===== config.mk =====
export PLATFORM = sky130hd
export DESIGN_NAME = int_arbiter
export DESIGN_NICKNAME = d
export VERILOG_FILES = /design/src/rtl/int_arbiter.sv
export SDC_FILE = /design/constraint.sdc
export NUM_CORES = 1
export LEC_CHECK = 0
export BUFFER_PORTS_ARGS = -buffer_cell sky130_fd_sc_hd__buf_2
export CAP_MARGIN = 20
export CORE_ASPECT_RATIO = 1.5
export CORE_MARGIN = 10
export CORE_UTILIZATION = 62
export CTS_BUF_LIST = sky130_fd_sc_hd__clkbuf_2 sky130_fd_sc_hd__clkbuf_4 sky130_fd_sc_hd__clkbuf_8
export DETAILED_ROUTE_END_ITERATION = 8
export HOLD_SLACK_MARGIN = 0.1
export PLACE_DENSITY = 0.92
export RECOVER_POWER = 50
export REMOVE_ABC_BUFFERS = 1
export SKIP_CTS_REPAIR_TIMING = 1
export SYNTH_ARGS = -nofsm -noshare
export SYNTH_HDL_FRONTEND = slang
export SYNTH_SLANG_ARGS = --single-unit

===== constraint.sdc =====
create_clock -name clk -period 29.6 [get_ports clk]
set_clock_uncertainty 0.05 [all_clocks]
set_input_delay 7.4 -clock clk [delete_from_list [all_inputs] [get_ports clk]]
set_output_delay 7.4 -clock clk [all_outputs]
set_load 0.01 [all_outputs]

===== src/rtl/int_arbiter.sv =====
// Multi-source level interrupt arbiter (PLIC-lite): per-source gateways, priority/threshold
// arbitration, and a claim/complete register port with a registered request toward the core.
module int_arbiter #(
    parameter int NUM_SRC = 8,
    parameter int PRIO_W  = 3
) (
    input  logic               clk,
    input  logic               rst,
    input  logic [NUM_SRC-1:0] src_irq_i,
    input  logic               we_i,
    input  logic               re_i,
    input  logic [7:0]         addr_i,
    input  logic [31:0]        wdata_i,
    output logic [31:0]        rdata_o,
    output logic               int_req_o,
    output logic [4:0]         int_id_o
);

    typedef enum logic [1:0] {
        GW_IDLE    = 2'd0,
        GW_PENDING = 2'd1,
        GW_CLAIMED = 2'd2
    } gw_state_e;

    gw_state_e          gw_state_q [NUM_SRC];
    gw_state_e          gw_state_d [NUM_SRC];
    logic [NUM_SRC-1:0] enable_q, enable_d;
    logic [PRIO_W-1:0]  threshold_q, threshold_d;
    logic [PRIO_W-1:0]  prio_q [NUM_SRC];
    logic [PRIO_W-1:0]  prio_d [NUM_SRC];
    logic [31:0]        rdata_q, rdata_d;
    logic               int_req_q, int_req_d;
    logic [4:0]         int_id_q, int_id_d;

    logic [5:0]         word;
    logic               claim_rd;
    logic               complete_wr;
    logic [NUM_SRC-1:0] pending_vec;
    logic [4:0]         win_id;
    logic [PRIO_W-1:0]  win_prio;
    logic               unused_bits;

    // Bus port: we_i/re_i are single-cycle strobes with no back-pressure; every access
    // completes at the edge it is presented, and read data appears on rdata_o one cycle later.
    assign word        = addr_i[7:2];
    assign claim_rd    = re_i && (word == 6'd2);
    assign complete_wr = we_i && (word == 6'd2);
    assign unused_bits = ^{addr_i[1:0], wdata_i};

    // Ascending scan with strict '>' leaves the lowest ID holding a priority tie.
    always_comb begin
        pending_vec = '0;
        win_id      = '0;
        win_prio    = '0;
        for (int i = 0; i < NUM_SRC; i++) begin
            pending_vec[i] = (gw_state_q[i] == GW_PENDING);
            if (pending_vec[i] && enable_q[i] && (prio_q[i] > threshold_q) && (prio_q[i] > win_prio)) begin
                win_prio = prio_q[i];
                win_id   = 5'(i + 1);
            end
        end
    end

    // Claim and complete both see the pre-edge states, so a same-cycle pair applies cleanly.
    always_comb begin
        for (int i = 0; i < NUM_SRC; i++) begin
            gw_state_d[i] = gw_state_q[i];
            case (gw_state_q[i])
                GW_IDLE:    if (src_irq_i[i]) gw_state_d[i] = GW_PENDING;
                GW_PENDING: if (claim_rd && (win_id == 5'(i + 1))) gw_state_d[i] = GW_CLAIMED;
                GW_CLAIMED: if (complete_wr && (wdata_i[4:0] == 5'(i + 1))) gw_state_d[i] = GW_IDLE;
                default:    gw_state_d[i] = GW_IDLE;
            endcase
        end
    end

    always_comb begin
        enable_d    = enable_q;
        threshold_d = threshold_q;
        for (int i = 0; i < NUM_SRC; i++) begin
            prio_d[i] = prio_q[i];
        end
        if (we_i) begin
            if (word == 6'd0) enable_d = wdata_i[NUM_SRC-1:0];
            if (word == 6'd1) threshold_d = wdata_i[PRIO_W-1:0];
            for (int i = 0; i < NUM_SRC; i++) begin
                if (word == 6'(8 + i)) prio_d[i] = wdata_i[PRIO_W-1:0];
            end
        end
    end

    always_comb begin
        rdata_d = '0;
        if (re_i) begin
            case (word)
                6'd0:    rdata_d = 32'(enable_q);
                6'd1:    rdata_d = 32'(threshold_q);
                6'd2:    rdata_d = 32'(win_id);
                6'd3:    rdata_d = 32'(pending_vec);
                default: rdata_d = '0;
            endcase
            for (int i = 0; i < NUM_SRC; i++) begin
                if (word == 6'(8 + i)) rdata_d = 32'(prio_q[i]);
            end
        end
        int_id_d  = win_id;
        int_req_d = (win_id != 5'd0);
    end

    always_ff @(posedge clk) begin
        if (rst) begin
            for (int i = 0; i < NUM_SRC; i++) begin
                gw_state_q[i] <= GW_IDLE;
                prio_q[i]     <= '0;
            end
            enable_q    <= '0;
            threshold_q <= '0;
            rdata_q     <= '0;
            int_req_q   <= 1'b0;
            int_id_q    <= '0;
        end else begin
            for (int i = 0; i < NUM_SRC; i++) begin
                gw_state_q[i] <= gw_state_d[i];
                prio_q[i]     <= prio_d[i];
            end
            enable_q    <= enable_d;
            threshold_q <= threshold_d;
            rdata_q     <= rdata_d;
            int_req_q   <= int_req_d;
            int_id_q    <= int_id_d;
        end
    end

    assign rdata_o   = rdata_q;
    assign int_req_o = int_req_q;
    assign int_id_o  = int_id_q;

endmodule


==> results of run 1 <==
## final cells by class
type | count | area share (%)
Multi-Input combinational cell | 465 | 61.7
Sequential cell | 64 | 26.0
Timing Repair Buffer | 40 | 3.71
Clock buffer | 11 | 3.08
Tap cell | 100 | 2.54
Inverter | 23 | 1.75
Clock inverter | 5 | 1.12
## registers in the layout (all words and copies together), names as in the netlist
register     cells
gw_state_q      16
int_req_o        1
rdata_o          8
threshold_q      3
int_id_o         4
prio_q          24
enable_q         8
## final timing paths
check | from | to | depth (start not counted)
setup / recovery | threshold_q[1]$_SDFFE_PP0P_ | gw_state_q[1][2]$_SDFFE_PP0P_ | 49
hold / removal | gw_state_q[1][5]$_SDFFE_PP0P_ | gw_state_q[1][4]$_SDFFE_PP0P_ | 1
setup reg to reg | threshold_q[1]$_SDFFE_PP0P_ | gw_state_q[1][2]$_SDFFE_PP0P_ | 49
hold reg to reg | gw_state_q[1][5]$_SDFFE_PP0P_ | gw_state_q[1][4]$_SDFFE_PP0P_ | 1
## routing by layer
metal | wire length [microns] | track usage [%] | vias to the layer above
met5 | 0 | 0 | -
met4 | 993 | 18.8 | 0
met3 | 1240 | 5.53 | 81
met2 | 6750 | 40.7 | 304
met1 | 4780 | 22.0 | 2105
li1 | - | - | 2115
## critical path: cells and delay by family, from the launching register on
family / cells / cell delay [ns]
simple gates: 21 / 4.35
mux: 4 / 1.49
buf+inv: 2 / 0.58
flops: 1 / 0.32
fa+ha+maj: 8 / 2.40
compound gates: 14 / 3.46
## through the flow
stage          hold slack, ns  util (%)  area (sq um)
2_1_floorplan           0.363         -          4410
3_3_place_gp            0.377      65.1          4740
3_5_place_dp            0.388      65.1          4740
4_1_cts                 0.405      67.9          4940
5_1_grt                 0.435      67.6          4920
6_report                0.404      67.6          4920
## cell families (layout without fill, tap and decap cells)
logic type,count (synthesis),after routing,share of synthesized area (%)
DFF,64,64,27.6
muxes,23,23,5.18
and+or+nand+nor,217,217,23.4
adders and majority gates,41,41,11.1
AOI/OAI and AO/OA,159,159,23.9
other,1,25,0.0809
buffers and inverters,72,79,8.77
## power groups by stage
stage | Sequential, mW | Clock [mW] | Combinational [mW]
detailed placement | 0.0898 | 0 | 0.0145
CTS | 0.0879 | 0.0774 | 0.0146
global route | 0.0880 | 0.0803 | 0.0167
global placement | 0.0898 | 0 | 0.0141
floorplan | 0.0896 | 0 | 0.00752
finish | 0.0880 | 0.0780 | 0.0154
## cell usage in the layout (no fill, tap or decap), types with 4 or more instances in the layout
| master | synthesis | layout |
|---|---|---|
| nor3_1 | 16 | 16 |
| clkbuf_8 | 0 | 11 |
| nor4_1 | 4 | 4 |
| nor2b_1 | 12 | 12 |
| nand3b_1 | 7 | 7 |
| nand3_1 | 35 | 35 |
| a21o_1 | 5 | 5 |
| inv_1 | 22 | 22 |
| nor4b_1 | 7 | 7 |
| clkbuf_1 | 17 | 16 |
| o21ai_0 | 37 | 37 |
| dfxtp_1 | 64 | 64 |
| nand2_1 | 59 | 59 |
| nor2_1 | 53 | 53 |
| o211ai_1 | 5 | 5 |
| a21oi_1 | 53 | 53 |
| a22oi_1 | 7 | 7 |
| mux2_2 | 4 | 4 |
| conb_1 | 1 | 25 |
| nand4_1 | 4 | 4 |
| ha_1 | 41 | 41 |
| o21a_1 | 8 | 8 |
| mux2i_1 | 18 | 18 |
| buf_2 | 1 | 23 |
==> results_tabular.tex, run 1 <==
\begin{tabular}{lr}
\hline
Metric & Value \\
\hline
\multicolumn{2}{l}{\textbf{Pwr}} \\
Switching Share & roughly 26\% \\
Part of the total power dissipated in the clock network & approximately 43\% \\
Standby leakage power & between 1.5 and 2 nW \\
Sequential Power Share & around half \\
Total power of the final layout & between 0.15 and 0.2 mW \\
P\_int & 0.135 mW \\
Cell area power density & roughly 37 nW/um\^{}2 \\
Combinational Power Share & about 8.5\% \\
Worst-case vdd ir drop & roughly 0.038 mV \\
Net Sw Power & 0.0467 mW \\
\multicolumn{2}{l}{\textbf{Drt}} \\
Number of remaining DRC errors & 1 \\
DR pass1 iterations & 7 \\
Post-Route WL & about 14000 microns \\
Routed Antenna Nets & 0 \\
Via count of the routed design & between 4000 and 5000 \\
WL/cell & around 20 microns \\
Via-per-instance ratio & 6.50 \\
Count of routing violations after the opening detailed-route iteration & between 400 and 500 \\
\multicolumn{2}{l}{\textbf{Global routing}} \\
Pin count of the biggest net entering global routing & 54 \\
Wire length of the first global-routing pass & approximately 22000 microns \\
Number of antenna violations at the first check in global routing & 0 \\
Global Route Usage Sum & a little under a quarter \\
Grt total ovfl & 0 \\
Vias in the first global route & 4640 \\
\multicolumn{2}{l}{\textbf{Timing}} \\
Maximum achievable frequency & approximately 78 MHz \\
Number of pins exceeding their max-slew limit in the final report & 0 \\
Final worst-path cycle share & between 40\% and 50\% \\
Final period demand of the worst path & 12.75 ns \\
Fin. Hold Viols & 0 \\
Final setup slack of the worst path & 16.85 ns \\
Relative max-transition margin & about two fifths \\
RSZ-0062 raised after global routing & false \\
Final setup violation count & 0 \\
Worst-Margin Slew & between 0.9 and 1 ns \\
Post-Route Setup TNS & 0 ns \\
\multicolumn{2}{l}{\textbf{Layout}} \\
Final antenna diode count & 0 \\
Net count reported at finish & 696 \\
Combined area of the multi-input logic cells & a little over 3000 sq um \\
Fraction of final layout cells sized beyond drive strength 1 & 10.9\% \\
Combined flip-flop and latch cell area & approximately 1300 sq um \\
Filler instances & around 570 \\
Final instance count without filler cells & between 700 and 800 \\
Growth of design area from synthesis to finish & 6.13\% \\
\multicolumn{2}{l}{\textbf{Yosys}} \\
Warnings, synthesis & 0 \\
Mean instance size in the synthesized netlist & $\sim$8.0 sq um \\
Flip-flop cell with the highest count after synthesis & dfxtp\_1 \\
Post-synth design cell area & $\sim$4600 sq um \\
Number of distinct library cell variants in the gate-level netlist after synthesis & 70 \\
Register bit count reported by yosys & 64 \\
Leading post-synthesis cells by instance count & 64 x dfxtp\_1, 59 x nand2\_1, 53 x a21oi\_1, 53 x nor2\_1, 41 x ha\_1 \\
Top cells by area in the synthesized netlist & dfxtp\_1 28\%, ha\_1 11\%, a21oi\_1 5.7\%, nand2\_1 4.8\%, nor2\_1 4.3\% \\
Number of flops mapped to enable cells by yosys & 0 \\
Most instantiated library cell after synthesis & dfxtp\_1 \\
Cell accounting for the most synthesized area & dfxtp\_1 \\
Gate count of the mapped netlist & about 580 \\
Share of the synthesized area in the top cell type & 27.6\% \\
Ys async rst share & 0\% \\
Register area share after synthesis & between 20\% and 30\% \\
\multicolumn{2}{l}{\textbf{Die}} \\
Effective utilization at floorplan & between 60\% and 70\% \\
Die X & $\sim$91 microns \\
DIE HEIGHT & 126 microns \\
Core Box Area & around 7300 sq um \\
Cell row count & 38 \\
Total die area & between 10000 and 15000 sq um \\
I/O pin total & 90 \\
\multicolumn{2}{l}{\textbf{Worst setup path}} \\
Critical-path maximum fanout & 11 \\
Setup slack, reg-to-reg & between 15 and 20 ns \\
Critical Setup Path Class & flip-flop to flip-flop \\
Worst-path cell with the longest stage delay & a21oi\_1 \\
Largest incremental delay on the critical path & $\sim$0.60 ns \\
Arrival time worst endpoint & roughly 13 ns \\
Most Frequent Cell on Critical Path & ha\_1 \\
Element type at the critical path end & flip-flop \\
Type of origin of the critical path & flip-flop \\
Req. time, crit path & approximately 30 ns \\
\multicolumn{2}{l}{\textbf{Placement}} \\
Port Buffer Count & 38 \\
Number of placed instances with taps included & 692 \\
Detailed Place HPWL & roughly 10000 microns \\
Routability congestion estimate & around 0.92 \\
Placement Setup Slack & roughly 17 ns \\
\multicolumn{2}{l}{\textbf{CTS}} \\
Clock latency on the worst-skew pair & 0.36 ns \\
Register clock-pin slew on the reported worst setup and hold paths & about 0.07 ns \\
Maximum level of the CTS H-tree & 3 \\
Buffer type at the clock tree root & clkbuf\_8 \\
Clock tree from TritonCTS & built \\
CTS sink cnt & 64 \\
Clk buf depth & 2 \\
Number of buffers created by CTS & 9 \\
\multicolumn{2}{l}{\textbf{Flow run}} \\
Max capacitance violation total & 0 \\
\multicolumn{2}{l}{\textbf{Min path}} \\
Type of the worst min-delay path & flip-flop to flip-flop \\
\multicolumn{2}{l}{\textbf{Status}} \\
Violations in the final reports & DRC \\
Status & complete, but fails checks \\
\hline
\end{tabular}
No activity file was read; power rests on OpenSTA's default activity.
==> inputs of run 2 (changes only) <==
--- a/config.mk
+++ b/config.mk
@@ -5,15 +5,16 @@
 export SDC_FILE = /design/constraint.sdc
 export NUM_CORES = 1
 export LEC_CHECK = 0
+export ABC_AREA = 1
 export BUFFER_PORTS_ARGS = -buffer_cell sky130_fd_sc_hd__buf_2
 export CAP_MARGIN = 20
 export CORE_ASPECT_RATIO = 1.5
 export CORE_MARGIN = 10
-export CORE_UTILIZATION = 62
+export CORE_UTILIZATION = 52
 export CTS_BUF_LIST = sky130_fd_sc_hd__clkbuf_2 sky130_fd_sc_hd__clkbuf_4 sky130_fd_sc_hd__clkbuf_8
 export DETAILED_ROUTE_END_ITERATION = 8
 export HOLD_SLACK_MARGIN = 0.1
-export PLACE_DENSITY = 0.92
+export PLACE_DENSITY = 0.83
 export RECOVER_POWER = 50
 export REMOVE_ABC_BUFFERS = 1
 export SKIP_CTS_REPAIR_TIMING = 1
==> constraint.sdc (replaced) <==
create_clock -name clk -period 11.6 [get_ports clk]
set_clock_uncertainty 0.05 [all_clocks]
set_input_delay 2.9 -clock clk [delete_from_list [all_inputs] [get_ports clk]]
set_output_delay 2.9 -clock clk [all_outputs]
set_load 0.01 [all_outputs]
==> run 2 against run 1 <==
  * The flow now finishes without violations
  * Clock power rose to 2.5 times the previous value
  * Worst hold slack gained 0.041 ns
  * Combinational power increased to 2.6 times the previous value
==> results_tabular.tex, run 2 <==
\begin{tabular}{lr}
\hline
Metric & Value \\
\hline
\multicolumn{2}{l}{\textbf{Min path}} \\
Worst min-delay path endpoint & gw\_state\_q[0][1]\$\_SDFFE\_PP0P\_ \\
Type of the worst min-delay path & flip-flop to flip-flop \\
Worst hold start & gw\_state\_q[0][1]\$\_SDFFE\_PP0P\_ \\
Worst hold path stage count & 2 \\
\multicolumn{2}{l}{\textbf{Drt}} \\
Highest signal layer in the routed design & met4 \\
Post-Route WL & approximately 13000 microns \\
Count of routing violations after the opening detailed-route iteration & 364 \\
Routed Antenna Nets & 0 \\
DR pass1 iterations & 5 \\
Total routed wire length on the met1 layer & $\sim$4800 microns \\
Number of remaining DRC errors & 0 \\
Via count of the routed design & between 4000 and 5000 \\
Routed length on met3 & 866 microns \\
WL/cell & about 16 microns \\
Wire length on met2 & around 6500 microns \\
Via-per-instance ratio & approximately 5.6 \\
\multicolumn{2}{l}{\textbf{Die}} \\
Cell row count & 42 \\
Total die area & 13100 sq um \\
DIE HEIGHT & about 140 microns \\
Die X & around 97 microns \\
I/O pin total & 90 \\
Core Box Area & 8720 sq um \\
Effective utilization at floorplan & approximately 53\% \\
\multicolumn{2}{l}{\textbf{CTS}} \\
Number of buffers created by CTS & 9 \\
Buffer type at the clock tree root & clkbuf\_8 \\
CTS sink cnt & 64 \\
Clock latency on the worst-skew pair & around 0.35 ns \\
Register clock-pin slew on the reported worst setup and hold paths & 0.07 ns \\
Clk buf depth & 2 \\
Clock tree from TritonCTS & built \\
Maximum level of the CTS H-tree & 3 \\
\multicolumn{2}{l}{\textbf{Layout}} \\
Final instance count without filler cells & 800 \\
Growth of design area from synthesis to finish & 7.91\% \\
Largest registers in the final layout & prio\_q x24, gw\_state\_q x16 \\
Layout Cell Area excl Fill & roughly 5000 sq um \\
Largest register by flop count & prio\_q \\
Highest-count cells in the layout ignoring fill and taps & 107 x nand2\_1, 69 x nor2\_1, 64 x dfxtp\_1, 62 x inv\_1, 59 x a21oi\_1 \\
Most frequent standard cell in the layout excluding fill and tap cells & nand2\_1 \\
Net count reported at finish & 778 \\
Flip-flop count of the largest register after layout & 24 \\
Final antenna diode count & 0 \\
Fraction of final layout cells sized beyond drive strength 1 & $\sim$16\% \\
\multicolumn{2}{l}{\textbf{Yosys}} \\
Number of distinct library cell variants in the gate-level netlist after synthesis & 44 \\
Register area share after synthesis & $\sim$28\% \\
Flip-flop cell with the highest count after synthesis & dfxtp\_1 \\
Mean instance size in the synthesized netlist & between 7 and 8 sq um \\
Post-synth design cell area & roughly 4600 sq um \\
Register bit count reported by yosys & 64 \\
Warnings, synthesis & 0 \\
Gate count of the mapped netlist & 648 \\
Number of flops mapped to enable cells by yosys & 0 \\
Ys async rst share & 0\% \\
Top cells by area in the synthesized netlist & dfxtp\_1 28\%, ha\_1 11\%, nand2\_1 8.7\%, a21oi\_1 6.4\%, nor2\_1 5.6\% \\
Most instantiated library cell after synthesis & nand2\_1 \\
Share of the synthesized area in the top cell type & approximately 28\% \\
Cell accounting for the most synthesized area & dfxtp\_1 \\
Leading post-synthesis cells by instance count & 107 x nand2\_1, 69 x nor2\_1, 64 x dfxtp\_1 \\
\multicolumn{2}{l}{\textbf{Global routing}} \\
Number of antenna violations at the first check in global routing & 0 \\
Vias in the first global route & between 4000 and 5000 \\
Global Route Usage Sum & a little under a fifth \\
Pin count of the biggest net entering global routing & 31 \\
Wire length of the first global-routing pass & roughly 21000 microns \\
Grt total ovfl & 0 \\
\multicolumn{2}{l}{\textbf{Pwr}} \\
Net Sw Power & approximately 0.12 mW \\
Combinational Power Share & $\sim$8.8\% \\
Part of the total power dissipated in the clock network & 42.4\% \\
Cell area power density & 92.6 nW/um\^{}2 \\
Total power of the final layout & between 0.4 and 0.5 mW \\
Sequential Power Share & approximately half \\
Switching Share & 26.0\% \\
Standby leakage power & between 2 and 2.5 nW \\
P\_int & between 0.3 and 0.4 mW \\
Worst-case vdd ir drop & about 0.079 mV \\
\multicolumn{2}{l}{\textbf{Worst setup path}} \\
Largest incremental delay on the critical path & $\sim$0.48 ns \\
Worst R2R Start & threshold\_q[2]\$\_SDFFE\_PP0P\_ \\
Worst reg2reg endpoint & rdata\_o[2]\$\_SDFF\_PP0\_ \\
Setup slack, reg-to-reg & 1.35 ns \\
Critical Setup Path Class & flip-flop to flip-flop \\
Critical-path maximum fanout & 11 \\
Arrival time worst endpoint & 10.45 ns \\
Element type at the critical path end & flip-flop \\
Req. time, crit path & 11.80 ns \\
Most Frequent Cell on Critical Path & nand2\_1 \\
Worst-path cell with the longest stage delay & nand3\_1 \\
Number of cell instances on the worst register-to-register path & 60 \\
Type of origin of the critical path & flip-flop \\
\multicolumn{2}{l}{\textbf{Timing}} \\
RSZ-0062 raised after global routing & false \\
Relative max-transition margin & 7.58\% \\
Final period demand of the worst path & roughly 10 ns \\
Worst-Margin Slew & around 1.4 ns \\
Number of pins exceeding their max-slew limit in the final report & 0 \\
Final worst-path cycle share & about nine tenths \\
Post-Route Setup TNS & 0 ns \\
Final setup violation count & 0 \\
Maximum achievable frequency & a little under 100 MHz \\
Fin. Hold Viols & 0 \\
\multicolumn{2}{l}{\textbf{Flow run}} \\
Max capacitance violation total & 0 \\
\multicolumn{2}{l}{\textbf{Placement}} \\
Placed instance area & $\sim$4800 sq um \\
Number of placed instances with taps included & between 700 and 800 \\
Port Buffer Count & 38 \\
Routability congestion estimate & roughly 0.94 \\
Detailed Place HPWL & 10000 microns \\
\multicolumn{2}{l}{\textbf{Status}} \\
Status & complete, no violations \\
\hline
\end{tabular}
-- run 2: worst max path at each step --
stage	slack, ns	depth (start not counted)	to	start
2_1_floorplan	3.18	62	gw_state_q[0][6]$_SDFFE_PP0P_	threshold_q[2]$_SDFFE_PP0P_
3_3_place_gp	1.82	60	rdata_o[2]$_SDFF_PP0_	threshold_q[2]$_SDFFE_PP0P_
3_5_place_dp	1.49	60	rdata_o[1]$_SDFF_PP0_	threshold_q[2]$_SDFFE_PP0P_
4_1_cts	1.47	60	rdata_o[1]$_SDFF_PP0_	threshold_q[2]$_SDFFE_PP0P_
5_1_grt	0.47	56	gw_state_q[0][6]$_SDFFE_PP0P_	threshold_q[2]$_SDFFE_PP0P_
6_report	1.35	60	rdata_o[2]$_SDFF_PP0_	threshold_q[2]$_SDFFE_PP0P_
-- run 2: layer usage --
metal | GRT usage (%) | up-vias
met1 | 19.0 | 2051
met4 | 12.4 | 0
li1 | - | 2189
met5 | 0 | -
met3 | 4.29 | 54
met2 | 34.6 | 192
-- run 2: logic make-up (layout without fill, tap and decap cells) --
| logic type | Yosys count | in the layout | share of synthesized area, % |
|---|---|---|---|
| compound gates | 136 | 136 | 16.4 |
| fa+ha+maj | 41 | 41 | 11.1 |
| other cells | 1 | 25 | 0.0812 |
| buf+inv | 113 | 131 | 11.4 |
| simple gates | 293 | 293 | 33.2 |
| flops | 64 | 64 | 27.8 |
-- run 2: per-stage QoR --
step / utilization (%) / setup slack, ns / hold WS (ns)
5_1_grt: 57.1 / 0.466 / 0.463
4_1_cts: 57.3 / 1.47 / 0.444
3_5_place_dp: 55.0 / 1.49 / 0.433
3_3_place_gp: 55.0 / 1.82 / 0.426
2_1_floorplan: - / 3.18 / 0.401
6_report: 57.1 / 1.35 / 0.445
-- run 2: final cells by class --
| type | count | area (sq um) |
|---|---|---|
| Tap cell | 110 | 138 |
| Multi-Input combinational cell | 495 | 2900 |
| Clock inverter | 5 | 56.3 |
| Timing Repair Buffer | 38 | 173 |
| Sequential cell | 64 | 1280 |
| Fill cell | 837 | 3740 |
| Clock buffer | 11 | 145 |
| Inverter | 77 | 292 |
-- run 2: power by group through the flow --
stage / Combinational [mW] / Clock [mW] / Sequential (mW)
finish: 0.0405 / 0.196 / 0.225
global route: 0.0448 / 0.205 / 0.226
CTS: 0.0395 / 0.197 / 0.225
detailed placement: 0.0393 / 0 / 0.230
global placement: 0.0379 / 0 / 0.230
floorplan: 0.0241 / 0 / 0.230
-- run 2: worst max-delay path, delay by kind of cell (launching register included) --
family	cells	cell delay (ns)
adders and majority gates	8	2.44
buffers and inverters	4	0.59
AOI/OAI and AO/OA	10	2.26
and+or+nand+nor	38	4.49
DFF	1	0.33
==> inputs of run 3 (changes only) <==
==> constraint.sdc (replaced) <==
create_clock -name clk -period 11.6 [get_ports clk]
set_clock_uncertainty 0.05 [all_clocks]
set_input_delay 1.16 -clock clk [delete_from_list [all_inputs] [get_ports clk]]
set_output_delay 1.16 -clock clk [all_outputs]
set_load 0.01 [all_outputs]
==> run 3 against run 2 <==
  * Global-route usage decreased by 0.12 points
  * Clock power fell by 10%
  * Critical path type unchanged
  * Combinational power barely moved
  * Critical endpoint is now rdata_o[1]$_SDFF_PP0_
==> results_tabular.tex, run 3 (same netlist as run 2, synthesis figures left out) <==
\begin{tabular}{lr}
\hline
Metric & Value \\
\hline
\multicolumn{2}{l}{\textbf{Status}} \\
Status & complete, no violations \\
\multicolumn{2}{l}{\textbf{Timing}} \\
Post-Route Setup TNS & 0 ns \\
Number of pins exceeding their max-slew limit in the final report & 0 \\
Worst-Margin Slew & around 1.4 ns \\
Final period demand of the worst path & slightly above 10 ns \\
Final setup violation count & 0 \\
Fin. Hold Viols & 0 \\
Relative max-transition margin & $\sim$7.3\% \\
RSZ-0062 raised after global routing & false \\
Final worst-path cycle share & about 90\% \\
Maximum achievable frequency & 98.1 MHz \\
Worst slack on hold paths & around 0.44 ns \\
\multicolumn{2}{l}{\textbf{Drt}} \\
Via-per-instance ratio & $\sim$5.5 \\
Post-Route WL & 12600 microns \\
Number of remaining DRC errors & 0 \\
Count of routing violations after the opening detailed-route iteration & approximately 330 \\
WL/cell & 15.8 microns \\
Routed Antenna Nets & 0 \\
DR pass1 iterations & 5 \\
Via count of the routed design & roughly 4400 \\
\multicolumn{2}{l}{\textbf{Die}} \\
I/O pin total & 90 \\
DIE HEIGHT & around 140 microns \\
Total die area & around 13000 sq um \\
Die X & 96.9 microns \\
Effective utilization at floorplan & a little over half \\
Core Box Area & between 8000 and 9000 sq um \\
Cell row count & between 40 and 50 \\
\multicolumn{2}{l}{\textbf{Pwr}} \\
Net Sw Power & about 0.12 mW \\
Worst-case vdd ir drop & a little over 0.08 mV \\
Switching Share & between 20\% and 30\% \\
Cell area power density & approximately 89 nW/um\^{}2 \\
Combinational Power Share & around 9.2\% \\
Sequential Power Share & $\sim$50\% \\
P\_int & between 0.3 and 0.4 mW \\
Part of the total power dissipated in the clock network & 39.8\% \\
Standby leakage power & around 2.2 nW \\
\multicolumn{2}{l}{\textbf{Flow run}} \\
Max capacitance violation total & 0 \\
\multicolumn{2}{l}{\textbf{Global routing}} \\
Wire length of the first global-routing pass & $\sim$20000 microns \\
Vias in the first global route & 4411 \\
Pin count of the biggest net entering global routing & 31 \\
Global Route Usage Sum & approximately a fifth \\
Grt total ovfl & 0 \\
Number of antenna violations at the first check in global routing & 0 \\
\multicolumn{2}{l}{\textbf{CTS}} \\
Number of buffers created by CTS & 9 \\
Clock tree from TritonCTS & built \\
Buffer type at the clock tree root & clkbuf\_8 \\
Register clock-pin slew on the reported worst setup and hold paths & roughly 0.08 ns \\
CTS sink cnt & 64 \\
Clk buf depth & 2 \\
Maximum level of the CTS H-tree & 3 \\
Clock latency on the worst-skew pair & 0.36 ns \\
\multicolumn{2}{l}{\textbf{Layout}} \\
Flip-flop count of the largest register after layout & 24 \\
Highest-count cells in the layout ignoring fill and taps & 107 x nand2\_1, 69 x nor2\_1, 64 x dfxtp\_1, 62 x inv\_1, 59 x a21oi\_1 \\
Growth of design area from synthesis to finish & 7.37\% \\
Largest registers in the final layout & prio\_q x24, gw\_state\_q x16 \\
Net count reported at finish & just under 800 \\
Most frequent standard cell in the layout excluding fill and tap cells & nand2\_1 \\
Filler instances & around 850 \\
Fraction of final layout cells sized beyond drive strength 1 & 15.8\% \\
Largest register by flop count & prio\_q \\
Final antenna diode count & 0 \\
\multicolumn{2}{l}{\textbf{Worst setup path}} \\
Req. time, crit path & approximately 12 ns \\
Element type at the critical path end & flip-flop \\
Worst-path cell with the longest stage delay & nand3\_1 \\
Crit path buf inv count & 4 \\
Type of origin of the critical path & flip-flop \\
Most Frequent Cell on Critical Path & nand2\_1 \\
Critical Setup Path Class & flip-flop to flip-flop \\
Arrival time worst endpoint & about 10 ns \\
Delay-heaviest family, CP & simple AND/OR/NAND/NOR gates \\
Largest incremental delay on the critical path & 0.49 ns \\
Critical-path maximum fanout & 11 \\
\multicolumn{2}{l}{\textbf{Placement}} \\
Routability congestion estimate & 0.937 \\
Port Buffer Count & 38 \\
Detailed Place HPWL & about 10000 microns \\
\multicolumn{2}{l}{\textbf{Min path}} \\
Type of the worst min-delay path & flip-flop to flip-flop \\
\hline
\end{tabular}
run 3: cell count changes in the layout (fill, tap and decap cells not counted):
cell	delta
bufinv_16	-1
clkbuf_8	+1
clkinv_4	-1
run 3: area by class of cell:
type | count | area, sq um | share of cell area, %
Multi-Input combinational cell | 495 | 2900 | 58.5
Timing Repair Buffer | 38 | 173 | 3.48
Clock inverter | 3 | 17.5 | 0.353
Sequential cell | 64 | 1280 | 25.8
Inverter | 77 | 292 | 5.88
Tap cell | 110 | 138 | 2.78
Clock buffer | 12 | 159 | 3.21
run 3: metal layers:
layer / up-vias / part of all wire [%] / track usage, %
li1: 2194 / - / -
met1: 2008 / 38 / 18.8
met2: 169 / 52 / 34.8
met3: 40 / 6.1 / 4.34
met4: 0 / 4.3 / 11.3
met5: - / 0 / 0
run 3: stage by stage:
step / instances / util (%) / worst slack, ns / cell area, sq um / total power [mW]
floorplan: 636 / - / 3.18 / 4470 / 0.254
detailed placement: 784 / 55.0 / 1.49 / 4800 / 0.269
global route: 799 / 56.8 / 0.570 / 4960 / 0.455
CTS: 799 / 57.0 / 1.45 / 4970 / 0.441
finish: 799 / 56.8 / 1.41 / 4960 / 0.442
global placement: 784 / 55.0 / 1.82 / 4800 / 0.268
run 3: worst min-delay path, stage by stage, from the launching register on:
cell and delay, ns:
dfxtp_1 0.31, nand3_1 0.07, a21oi_1 0.06
run 3: power groups by stage:
| stage | clock network, mW | registers, mW | logic [mW] |
|---|---|---|---|
| 3_3_place_gp | 0 | 0.230 | 0.0379 |
| 5_1_grt | 0.184 | 0.226 | 0.0447 |
| 3_5_place_dp | 0 | 0.230 | 0.0392 |
| 4_1_cts | 0.176 | 0.225 | 0.0393 |
| 6_report | 0.176 | 0.225 | 0.0405 |
| 2_1_floorplan | 0 | 0.230 | 0.0241 |
run 3: path summary, 6_finish.rpt:
kind	slack (ns)	endpoint	startpoint	cells after the start
max reg2reg	1.41	rdata_o[1]$_SDFF_PP0_	threshold_q[2]$_SDFFE_PP0P_	60
min	0.44	gw_state_q[0][1]$_SDFFE_PP0P_	gw_state_q[0][1]$_SDFFE_PP0P_	2
max	1.41	rdata_o[1]$_SDFF_PP0_	threshold_q[2]$_SDFFE_PP0P_	60
min reg2reg	0.44	gw_state_q[0][1]$_SDFFE_PP0P_	gw_state_q[0][1]$_SDFFE_PP0P_	2
